--- src/rtl/cache_victim_wbbuf.sv ---
// cache_victim_wbbuf
// Single-entry writeback buffer that sits behind the cache victim selector.
// A dirty victim line (tag, set, data, one-hot way) is captured in one cycle.
// The line then drains to the bus as LINELEN/BEATLEN beats under valid/ready.
// While the line is held, a lookup of the same tag/set raises HazardMatch, so
// a refill of that line can be stalled until the dirty copy has left.
//
// Ports
//   clk, reset_n        clock, asynchronous active-low reset
//   Evict               cache requests eviction of the selected victim
//   VictimWay           one-hot victim way
//   VictimDirty         victim line is dirty
//   VictimTag, CacheSet tag and set index of the victim line
//   LineData            victim line data, beat 0 in the LSBs
//   EvictReady          buffer can accept a capture (buffer empty)
//   HeldWay             one-hot way of the held line, 0 when empty
//   WBValid/WBReady     bus beat handshake
//   WBAdr, WBData       beat byte address and beat data
//   WBLast              final beat of the line
//   LookupTag/LookupSet tag/set of an incoming miss or refill
//   HazardMatch         lookup hits the line held in the buffer
module cache_victim_wbbuf #(
  parameter int NUMWAYS   = 4,
  parameter int SETLEN    = 9,
  parameter int OFFSETLEN = 5,
  parameter int TAGLEN    = 18,
  parameter int LINELEN   = 256,
  parameter int BEATLEN   = 64
) (
  input  logic                                clk,
  input  logic                                reset_n,
  input  logic                                Evict,
  input  logic [NUMWAYS-1:0]                  VictimWay,
  input  logic                                VictimDirty,
  input  logic [TAGLEN-1:0]                   VictimTag,
  input  logic [SETLEN-1:0]                   CacheSet,
  input  logic [LINELEN-1:0]                  LineData,
  output logic                                EvictReady,
  output logic [NUMWAYS-1:0]                  HeldWay,
  output logic                                WBValid,
  input  logic                                WBReady,
  output logic [TAGLEN+SETLEN+OFFSETLEN-1:0]  WBAdr,
  output logic [BEATLEN-1:0]                  WBData,
  output logic                                WBLast,
  input  logic [TAGLEN-1:0]                   LookupTag,
  input  logic [SETLEN-1:0]                   LookupSet,
  output logic                                HazardMatch
);

  localparam int BEATS   = LINELEN / BEATLEN;
  localparam int BEATIDX = $clog2(BEATS);
  localparam int BYTEOFF = $clog2(BEATLEN / 8);

  typedef enum logic {
    EMPTY,
    DRAIN
  } stateT;

  stateT               state;
  stateT               nextState;
  logic [BEATIDX-1:0]  beatCnt;
  logic [NUMWAYS-1:0]  heldWayReg;
  logic [TAGLEN-1:0]   heldTag;
  logic [SETLEN-1:0]   heldSet;
  logic [LINELEN-1:0]  heldData;
  logic                capture;
  logic                xfer;
  logic                lastBeat;
  logic [OFFSETLEN-1:0] beatOffset;

  // State register; reset mid-drain simply abandons the held line.
  always_ff @(posedge clk or negedge reset_n) begin
    if (!reset_n) begin
      state <= EMPTY;
    end else begin
      state <= nextState;
    end
  end

  // Next-state and handshake outputs. A capture needs a dirty victim with a
  // nonzero way; clean or wayless evictions leave the buffer empty. The buffer
  // only accepts in EMPTY, which forces a one-cycle bubble after each line.
  always_comb begin
    nextState  = state;
    EvictReady = 1'b0;
    WBValid    = 1'b0;
    capture    = 1'b0;
    case (state)
      EMPTY: begin
        EvictReady = 1'b1;
        if (Evict && VictimDirty && (VictimWay != '0)) begin
          capture   = 1'b1;
          nextState = DRAIN;
        end
      end
      DRAIN: begin
        WBValid = 1'b1;
        if (WBReady && lastBeat) begin
          nextState = EMPTY;
        end
      end
      default: nextState = EMPTY;
    endcase
  end

  assign lastBeat = (beatCnt == BEATIDX'(BEATS - 1));
  assign xfer     = WBValid & WBReady;

  // Beat counter: cleared on capture, advanced on each accepted beat. Its
  // width matches the beat count exactly, so it wraps after the last beat.
  always_ff @(posedge clk or negedge reset_n) begin
    if (!reset_n) begin
      beatCnt    <= '0;
      heldWayReg <= '0;
    end else if (capture) begin
      beatCnt    <= '0;
      heldWayReg <= VictimWay;
    end else if (xfer) begin
      beatCnt    <= beatCnt + 1'b1;
    end
  end

  // Line payload needs no reset; it is only observed while in DRAIN.
  always_ff @(posedge clk) begin
    if (capture) begin
      heldTag  <= VictimTag;
      heldSet  <= CacheSet;
      heldData <= LineData;
    end
  end

  // Beat index lands just above the byte-within-beat bits of the offset.
  assign beatOffset = OFFSETLEN'(beatCnt) << BYTEOFF;

  assign WBAdr       = {heldTag, heldSet, beatOffset};
  assign WBData      = heldData[int'(beatCnt) * BEATLEN +: BEATLEN];
  assign WBLast      = WBValid & lastBeat;
  assign HeldWay     = (state == DRAIN) ? heldWayReg : '0;
  assign HazardMatch = (state == DRAIN) && (LookupTag == heldTag) &&
                       (LookupSet == heldSet);

endmodule

--- config.mk ---
export PLATFORM = sky130hd
export DESIGN_NAME = cache_victim_wbbuf
export DESIGN_NICKNAME = d
export VERILOG_FILES = /design/src/rtl/cache_victim_wbbuf.sv
export SDC_FILE = /design/constraint.sdc
export NUM_CORES = 1
export LEC_CHECK = 0
export ABC_AREA = 1
export BUFFER_PORTS_ARGS = -buffer_cell sky130_fd_sc_hd__buf_2
export CAP_MARGIN = 40
export CORE_AREA = 4 4 174 176
export CTS_BUF_LIST = sky130_fd_sc_hd__clkbuf_4
export CTS_CLUSTER_SIZE = 30
export DETAILED_ROUTE_END_ITERATION = 8
export DIE_AREA = 0 0 178 180
export PLACE_DENSITY = 0.73
export SKIP_CTS_REPAIR_TIMING = 1
export SLEW_MARGIN = 15
export SYNTH_ARGS = -nofsm -noshare
export SYNTH_HDL_FRONTEND = slang
export SYNTH_SLANG_ARGS = --single-unit
--- constraint.sdc ---
create_clock -name clk -period 19.86 [get_ports clk]
set_input_delay 2.979 -clock clk [delete_from_list [all_inputs] [get_ports clk]]
set_output_delay 2.979 -clock clk [all_outputs]
set_load 0.02 [all_outputs]
* Yosys cells after proc, flatten, opt, wreduce, memory -nomap -nowiden *
Cells that the tools add are included.

cells by class
  eq/ne operators = 3
  multiplexer cells = 9
  shifts and indexed selects = 1
  $add $sub $neg = 1
  bitwise logic cells = 3
  reductions and logical operators = 7

operator list
  kind                   count
  $shiftx A256 B9 Y64    1
  $eq A18 B18 Y1         1
  $eq A9 B9 Y1           1
  $logic_and A1 B1 Y1    5
  $mux W1                5
  $mux W2                2
  $mux W4                1
  $reduce_bool A4 Y1     1
  $add A2 B1 Y2 const B  1
  $and A1 B1 Y1          2
  $eq A2 B2 Y1 const B   1
  $pmux W1 S2            1
  $reduce_bool A2 Y1     1
  $not A1 Y1             1

word-level totals
  output and inout port bits = 104
  register bits after elaboration = 290
  bits of input ports = 319

* Longest topological paths before layout *
Gate-level depths: netlist of the first run.

  depth in word-level cells = 5
  depth in mapped cells = 8
  gate-level depth less buffers = 8

* Least setup slack after synthesis of the first run *
OpenSTA, ideal clock, no wires.

  path kind = in2reg
  start = input port Evict
  end = register heldData[0] (enable)
  slack = 10.414 ns
  data required time = 19.226 ns
  data arrival time = 8.812 ns
  library setup time = 0.634 ns
  buffers on the path = 1
  cell stages on the path = 5
  path through = nand2_1 -> nor2_1 -> nand2_1 -> buf_2 -> inv_1

between the ends
  cells in the longest elaborated chain, start to end = 4

ends and longest elaborated chain
  element                           line  RTL
  from (decl)                       32    input logic Evict,
  $logic_and A1 B1 Y1 (2 in a row)  91    if (Evict && VictimDirty && (VictimWay != '0)) begin
  $mux W1                           91
  $mux W1                           88    case (state)
  net capture                       66    logic capture;
  to (signal assigned)              128   heldData <= LineData;
  to (decl)                         65    logic [LINELEN-1:0] heldData;

The timed path passes the listed nets, and every way through them passes these cells.
A chain may end at the register's enable or synchronous reset.

* Worst setup path in the final report of the first run *
  start = input port LookupSet[1]
  end = output port HazardMatch

between the ends
  cells in the longest elaborated chain, start to end = 2

ends and longest elaborated chain
  element              line  RTL
  from (decl)          46    input logic [SETLEN-1:0] LookupSet,
  $eq A9 B9 Y1         140   (LookupSet == heldSet);
  $logic_and A1 B1 Y1  139   assign HazardMatch = (state == DRAIN) && (LookupTag == heldTag) &&
  to (decl)            47    output logic HazardMatch

No other way between the ends.

==> reports/metrics.sh, run 1 <==
STATUS='completed'
CRITICAL_PATH_PEAK_FANOUT=1
WORST_SETUP_SP_TYPE='input pin'
GLOBALROUTETOTALUTIL=0.185
DRT_FIRST_ITER_VIOLATIONS=351
FIN_NETS=1628
FP-ROW-COUNT=62
WL_CELL_UM=17.9
TOTALNEGATIVESETUPSLACK_NS=0
POST_ROUTE_CELLS_DRIVE_ABOVE_1_SHARE=0.428
SYN_TO_FINAL_GROWTH_PCT=29.7
NUMPORTBUFFERS=419
SYNTH.LIB_CELLS_USED.DISTINCT=22
TIMING.MAX_SLEW.REL_SLACK=0.472
YOSYS_REGISTER_BITS=290
ARRIVAL_TIME_REPORTED_FOR_THE_CRITICAL_PATH_ENDPOINT_NS=4.02
GRT_SETUP_UNREPAIRED='no'
DR.PASS1.ITERS=4
FLOORPLAN.DIE.WIDTH_UM=178
FINALPOWER_mW=1.90
SYNTH.TOP_CELL.AREA_SHARE=0.749
CTS_MADE_BUFFERS=76
MAXIMUM_NUMBER_OF_PINS_ON_ONE_NET_BEFORE_GLOBAL_ROUTE_REPAIR=128
TIMING.FINAL.CRIT_PERIOD_NS=7.00
CP-END-KIND='output pin'
CRIT_REQUIRED_NS=16.88
TIMING.FINAL.SETUP_VIOLATIONS=0
MAX-CAP-VIOLATIONS=0
SYNTHESIS.AREA_PER_INSTANCE_SQ_UM=13.4
ROUTED-VIA-COUNT=8385
FLOORPLAN.CORE_AREA_SQ_MM=0.0286
DIE_H_UM=180
GRT-OVFL-TOTAL=0
MAX_CLOCK_SKEW_NS=0.0254
WORST_SLEW_PIN_SLEW_NS=0.792
ROUTE.FINAL.WIRE_LENGTH_UM=31200
CLOCK_TREE.HTREE_LEVEL_COUNT=3
DESIGN.DIE.AREA_SQ_MM=0.0320
REPORT.FINAL.HOLD_VIOL_COUNT=0
LEAKAGE_POWER_nW=6.10
LAYOUT.CELLS.MOST_COMMON='sky130_fd_sc_hd__buf_2'
CLKLATENCYLATEPIN_NS=0.66
IO_PINS=423
MAX_SLEW_VIOLATION_COUNT=0
GP_CONGESTION=0.791
DRCVIOLATIONCOUNT=0
NUMPLACEDINSTANCES=1611
SYNTHDOMINANTAREACELLTYPE='sky130_fd_sc_hd__edfxtp_1'
ANTENNA_LEFT=0
YS_WARN_COUNT=0
WIRE_LENGTH_OF_THE_FIRST_GLOBAL_ROUTING_PASS_UM=45700
TRITONCTS_CLOCK_TREE='done'
SYNTHESIS.AREA_SQ_MM=0.0113
CRIT_TYPE='input pin to output pin'
FMAX_MHz=143
ROOT_BUFFER_SELECTED_BY_CTS='sky130_fd_sc_hd__clkbuf_4'
ROUTED_VIA_DENSITY=4.82
WORST_SETUP_HOLD_PATH_CLK_SLEW_NS=0.06
GRT_PASS1_VIAS=8569
HOLDCRITPATHCLASS='register to register'
FLOORPLAN.INITIALDENSITY=0.396
CTS_BUFFER_DEPTH=3
SYNTH_SEQUENTIAL_AREA_RATIO=0.764
MOSTFREQUENTLAYOUTCELLS='419 x sky130_fd_sc_hd__buf_2, 283 x sky130_fd_sc_hd__edfxtp_1, 132 x sky130_fd_sc_hd__nor2_1, 108 x sky130_fd_sc_hd__clkbuf_4, 94 x sky130_fd_sc_hd__nand2_1'
TOP_CELLS_BY_AREA_SYNTH='sky130_fd_sc_hd__edfxtp_1 75%, sky130_fd_sc_hd__nor2_1 4.4%, sky130_fd_sc_hd__o22ai_1 3.5%, sky130_fd_sc_hd__o21ai_0 3.3%, sky130_fd_sc_hd__nand2_1 3.1%'
PWR_DENSITY_CELL_mW_PER_MM2=129
POST_SYNTHESIS_CELL_COUNT=844
POST_LAYOUT_NONFILLER_INSTANCES=1740
FINALCRITPERIODSHARE=0.352
WORST_CASE_VDD_IR_DROP_V=0.0000912
HPWL_UM=22000
ANTENNA_VIOLATIONS_BEFORE_REPAIR=7
CLOCK-SINKS=290
-- layout make-up --
type / instances / area [sq um]
repair buffers: 430 / 2270
clock inverters: 16 / 85.1
inverters: 60 / 235
well taps: 384 / 480
clock buffers: 108 / 811
fillers: 2455 / 13900
flip-flops and latches: 290 / 8680
multi-input cells: 450 / 2140
diodes: 2 / 5.00
-- flip-flops by register name, indices dropped and copies added (netlist names) --
register	count
beatCnt	2
heldTag	18
state	1
heldData	256
heldSet	9
heldWayReg	4
-- layer usage --
layer | vias to the layer above | GRT usage | routed length [um] | share of wire
li1 | 3984 | - | - | -
met1 | 3892 | 0.187 | 10700 | 0.34
met2 | 426 | 0.339 | 16100 | 0.52
met3 | 73 | 0.0735 | 3500 | 0.11
met4 | 10 | 0.0684 | 834 | 0.027
met5 | - | 0 | 62 | 0.0020
-- metrics by stage --
stage	setup WS [ns]	hold WS (ns)	instance area [sq um]	utilization
after floorplan	10.41	0.459	11400	-
after CTS	12.85	0.508	14600	0.511
final	12.86	0.510	14700	0.514
after global placement	12.87	0.475	13700	0.478
after detailed placement	12.85	0.492	13700	0.480
after global routing	12.73	0.554	14700	0.514
-- critical path: stages --
cell and delay, ns:
sky130_fd_sc_hd__buf_2 0.10, sky130_fd_sc_hd__xnor2_1 0.26, sky130_fd_sc_hd__nand2_1 0.09, sky130_fd_sc_hd__nor2_1 0.12
sky130_fd_sc_hd__nand3_1 0.07, sky130_fd_sc_hd__nor2_1 0.19, sky130_fd_sc_hd__buf_2 0.20
-- cell families after synthesis --
family	synth area share
other cells	0.000331
buf+inv	0.0473
flops	0.764
compound gates	0.0997
fa+ha+maj	0.00110
simple gates	0.0848
xor+xnor	0.00232
-- cell usage after synthesis --
library cell / count
sky130_fd_sc_hd__edfxtp_1: 283
sky130_fd_sc_hd__buf_2: 16
sky130_fd_sc_hd__buf_8: 2
sky130_fd_sc_hd__nor2_2: 14
sky130_fd_sc_hd__clkinv_1: 1
sky130_fd_sc_hd__nand4_1: 1
sky130_fd_sc_hd__nand3_1: 4
sky130_fd_sc_hd__inv_1: 58
sky130_fd_sc_hd__nand2_1: 94
sky130_fd_sc_hd__nor2_1: 132
sky130_fd_sc_hd__o21ai_2: 16
sky130_fd_sc_hd__buf_4: 3
sky130_fd_sc_hd__o21ai_1: 44
sky130_fd_sc_hd__buf_6: 11
sky130_fd_sc_hd__ha_1: 1
sky130_fd_sc_hd__inv_4: 1
sky130_fd_sc_hd__conb_1: 1
sky130_fd_sc_hd__dfrtp_1: 7
sky130_fd_sc_hd__clkbuf_1: 14
sky130_fd_sc_hd__o21ai_0: 74
sky130_fd_sc_hd__o22ai_1: 64
sky130_fd_sc_hd__xnor2_1: 3
-- power by group --
| group | leakage, nW | internal (mW) | switching [mW] |
|---|---|---|---|
| clock | 0.538 | 0.250 | 0.232 |
| combinational | 2.90 | 0.199 | 0.432 |
| sequential | 2.66 | 0.740 | 0.0465 |
| total | 6.10 | 1.19 | 0.711 |
-- worst paths after layout --
| path | startpoint | end | slack (ns) | cells past startpoint |
|---|---|---|---|---|
| setup / recovery | LookupSet[1] | HazardMatch | 12.86 | 7 |
| hold reg to reg | heldWayReg[0] | heldWayReg[0] | 0.51 | 2 |
| min in group asynchronous | reset_n | heldWayReg[0] | 2.16 | 1 |
| max in group asynchronous | reset_n | beatCnt[0] | 17.53 | 1 |
| setup reg to reg | state | heldData[34] | 16.85 | 7 |
| hold / removal | heldWayReg[0] | heldWayReg[0] | 0.51 | 2 |
No activity file was read; power rests on OpenSTA's default activity.
==> run 2, diff against run 1 <==
--- a/config.mk
+++ b/config.mk
@@ -13,7 +13,7 @@
 export CTS_CLUSTER_SIZE = 30
 export DETAILED_ROUTE_END_ITERATION = 8
 export DIE_AREA = 0 0 178 180
-export PLACE_DENSITY = 0.73
+export PLACE_DENSITY = 0.76
 export SKIP_CTS_REPAIR_TIMING = 1
 export SLEW_MARGIN = 15
 export SYNTH_ARGS = -nofsm -noshare
==> constraint.sdc (replaced) <==
create_clock -name clk -period 6.1 [get_ports clk]
set_input_delay 0.915 -clock clk [delete_from_list [all_inputs] [get_ports clk]]
set_output_delay 0.915 -clock clk [all_outputs]
set_load 0.02 [all_outputs]
==> run 2 against run 1 <==
Global-route usage is 0.41 points lower. Clock power increased to 3.4 times the previous value. Sequential share of layout area about the same. Sequential power rose to 3.2 times the previous value. Cell count is 0.11% higher. Wire length shrank 2.7%. Register-to-register slack worse by 13 ns. First-iteration DRC count increased by 43%. Critical endpoint is now WBData[39].
==> reports/metrics.sh, run 2 (synthesized netlist as in run 1, its figures left out) <==
STATUS='completed'
FLOORPLAN.CORE_AREA_SQ_MM=0.0286
MAX_CLOCK_SKEW_NS=0.0736
DR.PASS1.ITERS=5
CRIT_REQUIRED_NS=5.18
GRT_PASS1_VIAS=8805
GRT_SETUP_UNREPAIRED='no'
FINALCRITPERIODSHARE=0.644
TIMING.MAX_SLEW.REL_SLACK=0.466
LEAKAGE_POWER_nW=6.08
TOTALNEGATIVESETUPSLACK_NS=0
TIMING.FINAL.CRIT_PERIOD_NS=3.93
LARGEST-REGISTER='heldData'
MET2WIRELENGTH_UM=15300
FMAX_MHz=254
ROUTED_VIA_DENSITY=4.85
CRIT_SLOWEST_CELL='sky130_fd_sc_hd__dfrtp_4'
LAYOUT_TOP_REGISTERS='heldData (256), heldTag (18), heldSet (9)'
NUMPORTBUFFERS=419
LAYOUT.CELLS.MOST_COMMON='sky130_fd_sc_hd__buf_2'
ARRIVAL_TIME_REPORTED_FOR_THE_CRITICAL_PATH_ENDPOINT_NS=3.02
POST_ROUTE_CELLS_DRIVE_ABOVE_1_SHARE=0.425
DRT_FIRST_ITER_VIOLATIONS=502
CLKLATENCYLATEPIN_NS=0.69
CTS_BUFFER_DEPTH=3
WORST_SLEW_PIN_SLEW_NS=0.801
WORST_CASE_VDD_IR_DROP_V=0.000322
CRIT_TYPE='register to output pin'
DETAIL_ROUTE.WIRELENGTH.MET1_UM=10600
ANTENNA_LEFT=0
ROOT_BUFFER_SELECTED_BY_CTS='sky130_fd_sc_hd__clkbuf_4'
MAXIMUM_NUMBER_OF_PINS_ON_ONE_NET_BEFORE_GLOBAL_ROUTE_REPAIR=148
HOLDCRITPATHCLASS='input pin to async pin'
WL_CELL_UM=17.4
DIE_H_UM=180
WIRE_LENGTH_OF_THE_FIRST_GLOBAL_ROUTING_PASS_UM=45200
DRCVIOLATIONCOUNT=0
FLOORPLAN.DIE.WIDTH_UM=178
ANTENNA_VIOLATIONS_BEFORE_REPAIR=8
CTS_MADE_BUFFERS=76
CP-END-KIND='output pin'
FLOORPLAN.INITIALDENSITY=0.396
CRITICAL-PATH-MAX-STAGE-DELAY_NS=0.72
FINALPOWER_mW=6.21
IO_PINS=423
GP_CONGESTION=0.787
MAX_SLEW_VIOLATION_COUNT=0
REPORT.FINAL.HOLD_VIOL_COUNT=0
WORST_SETUP_HOLD_PATH_CLK_SLEW_NS=0.06
TIMING.FINAL.SETUP_VIOLATIONS=0
DESIGN.DIE.AREA_SQ_MM=0.0320
PWR_DENSITY_CELL_mW_PER_MM2=423
LARGEST_REG_FLOPS=256
FINALCOREUTILIZATION=0.514
GLOBALROUTETOTALUTIL=0.181
CRITICAL_PATH_PEAK_FANOUT=67
REG2REG_SETUP_SLACK_NS=3.91
WL_MET3_UM=3470
FIN_NETS=1624
CLOCK_TREE.HTREE_LEVEL_COUNT=3
ROUTE.TOP_LAYER_USED='met5'
MAX-CAP-VIOLATIONS=0
CLOCK-SINKS=290
ROUTED-VIA-COUNT=8443
SYN_TO_FINAL_GROWTH_PCT=29.6
FP-ROW-COUNT=62
ROUTE.FINAL.WIRE_LENGTH_UM=30300
MOSTFREQUENTLAYOUTCELLS='419 x sky130_fd_sc_hd__buf_2, 283 x sky130_fd_sc_hd__edfxtp_1, 132 x sky130_fd_sc_hd__nor2_1, 103 x sky130_fd_sc_hd__clkbuf_4, 94 x sky130_fd_sc_hd__nand2_1'
WORST_SETUP_SP_TYPE='register'
CP_CELL_SEQUENCE='inv_4 -> buf_12 -> nor2_1 -> o22ai_1 -> buf_2'
HPWL_UM=20900
GRT-OVFL-TOTAL=0
TRITONCTS_CLOCK_TREE='done'
## run 2: stage by stage
stage          instances  area, sq um  hold WS [ns]  worst slack, ns
2_1_floorplan        846        11400         0.459            0.129
3_3_place_gp        1609        13700         0.476             2.81
3_5_place_dp        1610        13700         0.486             2.80
4_1_cts             1740        14700        0.0497             2.08
5_1_grt             1742        14700        0.0614             1.92
6_report            1742        14700         0.123             2.17
## run 2: layout make-up
| cell class | instances | area [sq um] |
|---|---|---|
| timing repair buffer | 426 | 2200 |
| sequential | 290 | 8680 |
| inverter | 60 | 231 |
| tap | 384 | 480 |
| clock inverter | 27 | 188 |
| fill | 2397 | 13900 |
| clock buffer | 103 | 773 |
| multi-input combinational | 450 | 2140 |
| antenna | 2 | 5.00 |
## run 2: worst paths after layout
kind	start	to	depth (start not counted)
setup / recovery	beatCnt[0]	WBData[39]	5
hold / removal	reset_n	beatCnt[1]	1
setup reg to reg	state	heldData[162]	4
hold reg to reg	heldWayReg[0]	heldWayReg[0]	2
max in group asynchronous	reset_n	beatCnt[0]	1
min in group clk	LineData[76]	heldData[76]	1
## run 2: layer usage
layer	vias up	global-route usage
met4	12	0.0786
li1	3976	-
met3	87	0.0687
met2	478	0.321
met5	-	0
met1	3890	0.190
## run 2: power by group
group / switching [mW] / total (mW) / internal [mW]
clock: 0.781 / 1.66 / 0.879
combinational: 1.38 / 2.01 / 0.630
sequential: 0.127 / 2.54 / 2.41
## run 2: worst max-delay path, delay by kind of cell, from the launching register on
kind | cells | cell delay, ns
AOI/OAI and AO/OA | 1 | 0.25
and+or+nand+nor | 1 | 0.08
DFF | 1 | 0.72
buffers and inverters | 3 | 1.22
==> run 3, diff against run 2 <==
--- a/config.mk
+++ b/config.mk
@@ -5,15 +5,15 @@
 export SDC_FILE = /design/constraint.sdc
 export NUM_CORES = 1
 export LEC_CHECK = 0
-export ABC_AREA = 1
+export ABC_AREA = 0
 export BUFFER_PORTS_ARGS = -buffer_cell sky130_fd_sc_hd__buf_2
 export CAP_MARGIN = 40
-export CORE_AREA = 4 4 174 176
+export CORE_AREA = 4 4 169 171
 export CTS_BUF_LIST = sky130_fd_sc_hd__clkbuf_4
 export CTS_CLUSTER_SIZE = 30
 export DETAILED_ROUTE_END_ITERATION = 8
-export DIE_AREA = 0 0 178 180
-export PLACE_DENSITY = 0.76
+export DIE_AREA = 0 0 173 175
+export PLACE_DENSITY = 0.74
 export SKIP_CTS_REPAIR_TIMING = 1
 export SLEW_MARGIN = 15
 export SYNTH_ARGS = -nofsm -noshare
==> constraint.sdc (replaced) <==
create_clock -name clk -period 3.7 [get_ports clk]
set_input_delay 0.555 -clock clk [delete_from_list [all_inputs] [get_ports clk]]
set_output_delay 0.555 -clock clk [all_outputs]
set_load 0.02 [all_outputs]
==> run 3 against run 2 <==
Synthesized area shrank 5.6%. Critical path depth shrank 2. Global-route usage shrank 1.7 points. Critical endpoint is now WBData[23]. Largest power group unchanged.
==> reports/metrics.sh, run 3 <==
SYNTHESIS.AREA_PER_INSTANCE_SQ_UM=24.6
FLOORPLAN.DIE.WIDTH_UM=173
IO_PINS=423
CLKLATENCYLATEPIN_NS=0.65
ROUTED_VIA_DENSITY=4.73
FLOORPLAN.INITIALDENSITY=0.399
TOTALNEGATIVESETUPSLACK_NS=0
STATUS='completed'
PWR_DENSITY_CELL_mW_PER_MM2=614
FINALCRITPERIODSHARE=0.828
TRITONCTS_CLOCK_TREE='done'
ARRIVAL_TIME_REPORTED_FOR_THE_CRITICAL_PATH_ENDPOINT_NS=2.51
POST_DP_CELL_AREA_SQ_MM=0.0132
REPORT.FINAL.HOLD_VIOL_COUNT=0
ROUTED-VIA-COUNT=6982
FMAX_MHz=326
GRT-OVFL-TOTAL=0
POST_ROUTE_CELLS_DRIVE_ABOVE_1_SHARE=0.534
HPWL_UM=18300
CTS_BUFFER_DEPTH=3
LARGEST_REG_FLOPS=256
MAX_SLEW_VIOLATION_COUNT=0
GRT_SETUP_UNREPAIRED='no'
SYNTHESIS.AREA_SQ_MM=0.0107
MOSTFREQUENTLAYOUTCELLS='419 x sky130_fd_sc_hd__buf_2, 283 x sky130_fd_sc_hd__edfxtp_1, 156 x sky130_fd_sc_hd__dlygate4sd3_1, 101 x sky130_fd_sc_hd__clkbuf_4, 64 x sky130_fd_sc_hd__mux4_2'
FIN_NETS=1398
WORST_SETUP_HOLD_PATH_CLK_SLEW_NS=0.06
TIMING.MAX_SLEW.REL_SLACK=0.136
SYNTH_COMMON_CELLS='283 x sky130_fd_sc_hd__edfxtp_1, 64 x sky130_fd_sc_hd__mux4_2, 15 x sky130_fd_sc_hd__xor2_1, 12 x sky130_fd_sc_hd__xnor2_1, 11 x sky130_fd_sc_hd__nand2_1'
TOP_CELLS_BY_AREA_SYNTH='sky130_fd_sc_hd__edfxtp_1 79%, sky130_fd_sc_hd__mux4_2 13%, sky130_fd_sc_hd__dfrtp_1 1.6%, sky130_fd_sc_hd__xor2_1 1.2%, sky130_fd_sc_hd__xnor2_1 0.98%'
WORST_CASE_VDD_IR_DROP_V=0.000421
ANTENNA_VIOLATIONS_BEFORE_REPAIR=5
ASYNC_S_R_FF_SHARE_SYNTH=0.0241
LAYOUT_TOP_REGISTERS='heldData (256), heldTag (18), heldSet (9)'
LARGEST-REGISTER='heldData'
TIMING.FINAL.SETUP_VIOLATIONS=0
MAX_CLOCK_SKEW_NS=0.0452
ROOT_BUFFER_SELECTED_BY_CTS='sky130_fd_sc_hd__clkbuf_4'
CLOCK-SINKS=290
SYN_TO_FINAL_GROWTH_PCT=47.2
CLOCK_TREE.HTREE_LEVEL_COUNT=3
DIE_H_UM=175
WIRE_LENGTH_OF_THE_FIRST_GLOBAL_ROUTING_PASS_UM=38200
WORST_SETUP_SP_TYPE='register'
ROUTE.FINAL.WIRE_LENGTH_UM=28800
LAYOUT.CELLS.MOST_COMMON='sky130_fd_sc_hd__buf_2'
WL_CELL_UM=19.5
POST_SYNTHESIS_CELL_COUNT=436
FINALPOWER_mW=9.68
MAXIMUM_NUMBER_OF_PINS_ON_ONE_NET_BEFORE_GLOBAL_ROUTE_REPAIR=203
SYNTHDOMINANTAREACELLTYPE='sky130_fd_sc_hd__edfxtp_1'
GLOBALROUTETOTALUTIL=0.164
FINAL_DESIGN_AREA_NO_FILL_SQ_MM=0.0158
GP_CONGESTION=0.801
WORST_SLEW_PIN_SLEW_NS=1.30
HOLDCRITPATHCLASS='input pin to register'
CRIT_TYPE='register to output pin'
FP-ROW-COUNT=60
FLOORPLAN.CORE_AREA_SQ_MM=0.0269
NUMPORTBUFFERS=419
CP-END-KIND='output pin'
GRT_PASS1_VIAS=6921
DRT_FIRST_ITER_VIOLATIONS=369
MAX-CAP-VIOLATIONS=0
DESIGN.DIE.AREA_SQ_MM=0.0303
CTS_MADE_BUFFERS=75
YS_WARN_COUNT=0
SYNTH-EDFF-COUNT=283
DR.PASS1.ITERS=4
LEAKAGE_POWER_nW=6.16
CRITICAL_PATH_PEAK_FANOUT=31
CRIT_REQUIRED_NS=3.14
DRCVIOLATIONCOUNT=0
SYNTH_FLOP_CELL='sky130_fd_sc_hd__edfxtp_1'
SYNTH.TOP_CELL.AREA_SHARE=0.793
CELL_WITH_THE_MOST_INSTANCES_AFTER_SYNTHESIS='sky130_fd_sc_hd__edfxtp_1'
YOSYS_REGISTER_BITS=290
SYNTH_SEQUENTIAL_AREA_RATIO=0.810
TIMING.FINAL.CRIT_PERIOD_NS=3.06
SYNTH.LIB_CELLS_USED.DISTINCT=22
ANTENNA_LEFT=0
[run 3: changes by cell type after synthesis, moves of 16 or more]
cell | before | now
sky130_fd_sc_hd__nor2_1 | 132 | 0
sky130_fd_sc_hd__nand2_1 | 94 | 11
sky130_fd_sc_hd__o21ai_0 | 74 | 1
sky130_fd_sc_hd__mux4_2 | 0 | 64
sky130_fd_sc_hd__o22ai_1 | 64 | 0
sky130_fd_sc_hd__inv_1 | 58 | 2
sky130_fd_sc_hd__o21ai_1 | 44 | 0
sky130_fd_sc_hd__o21ai_2 | 16 | 0
[run 3: per-layer routing]
metal  track usage  share of wire
met1         0.176           0.36
met2         0.284           0.53
met3        0.0801          0.095
met4        0.0549          0.016
met5             0         0.0013
[run 3: critical path: stages (launching register included)]
cell	delay [ns]
sky130_fd_sc_hd__dfrtp_4	0.84
sky130_fd_sc_hd__buf_12	0.29
sky130_fd_sc_hd__mux4_2	0.55
sky130_fd_sc_hd__buf_2	0.18
[run 3: area by class of cell]
cell class / instances / area [sq um]
Multi-Input combinational cell: 128 / 1910
Inverter: 2 / 11.3
Antenna cell: 2 / 5.00
Clock inverter: 31 / 211
Tap cell: 341 / 427
Fill cell: 1999 / 11100
Clock buffer: 101 / 758
Timing Repair Buffer: 581 / 3770
Sequential cell: 290 / 8680
[run 3: metrics by stage]
step           setup WS (ns)  utilization  hold slack, ns  std cells
2_1_floorplan          -2.19            -           0.259        438
3_5_place_dp            1.23        0.492           0.396       1186
5_1_grt                0.388        0.587        -0.00273       1476
3_3_place_gp            1.24        0.491           0.398       1185
6_report               0.636        0.587          0.0891       1476
4_1_cts                0.512        0.528          -0.316       1318
[run 3: power by group]
group          leakage, nW  switching [mW]  internal, mW
Clock                0.560            1.29          1.49
Combinational         2.93            1.42          1.25
Sequential            2.66           0.249          3.98
[run 3: logic make-up after synthesis]
family                   Yosys count  synth area share
flip-flops                       290             0.810
multiplexers                      64             0.135
other                              1          0.000350
XOR/XNOR                          27            0.0221
adder cells (fa/ha/maj)            1           0.00117
AO/OA/AOI/OAI                      4           0.00467
buffers and inverters             20            0.0131
AND/OR/NAND/NOR                   29            0.0144
[run 3: worst paths after layout]
| check | startpoint | endpoint | slack (ns) | cells after the start |
|---|---|---|---|---|
| worst min-delay path | LineData[195] | heldData[195] | 0.09 | 1 |
| worst min register to register | heldWayReg[1] | heldWayReg[1] | 0.47 | 2 |
| worst max register to register | state | heldSet[0] | 1.22 | 4 |
| worst max-delay path | beatCnt[0] | WBData[23] | 0.64 | 3 |
| max in group asynchronous | reset_n | beatCnt[0] | 3.23 | 2 |
| min in group asynchronous | reset_n | heldWayReg[0] | 0.29 | 2 |
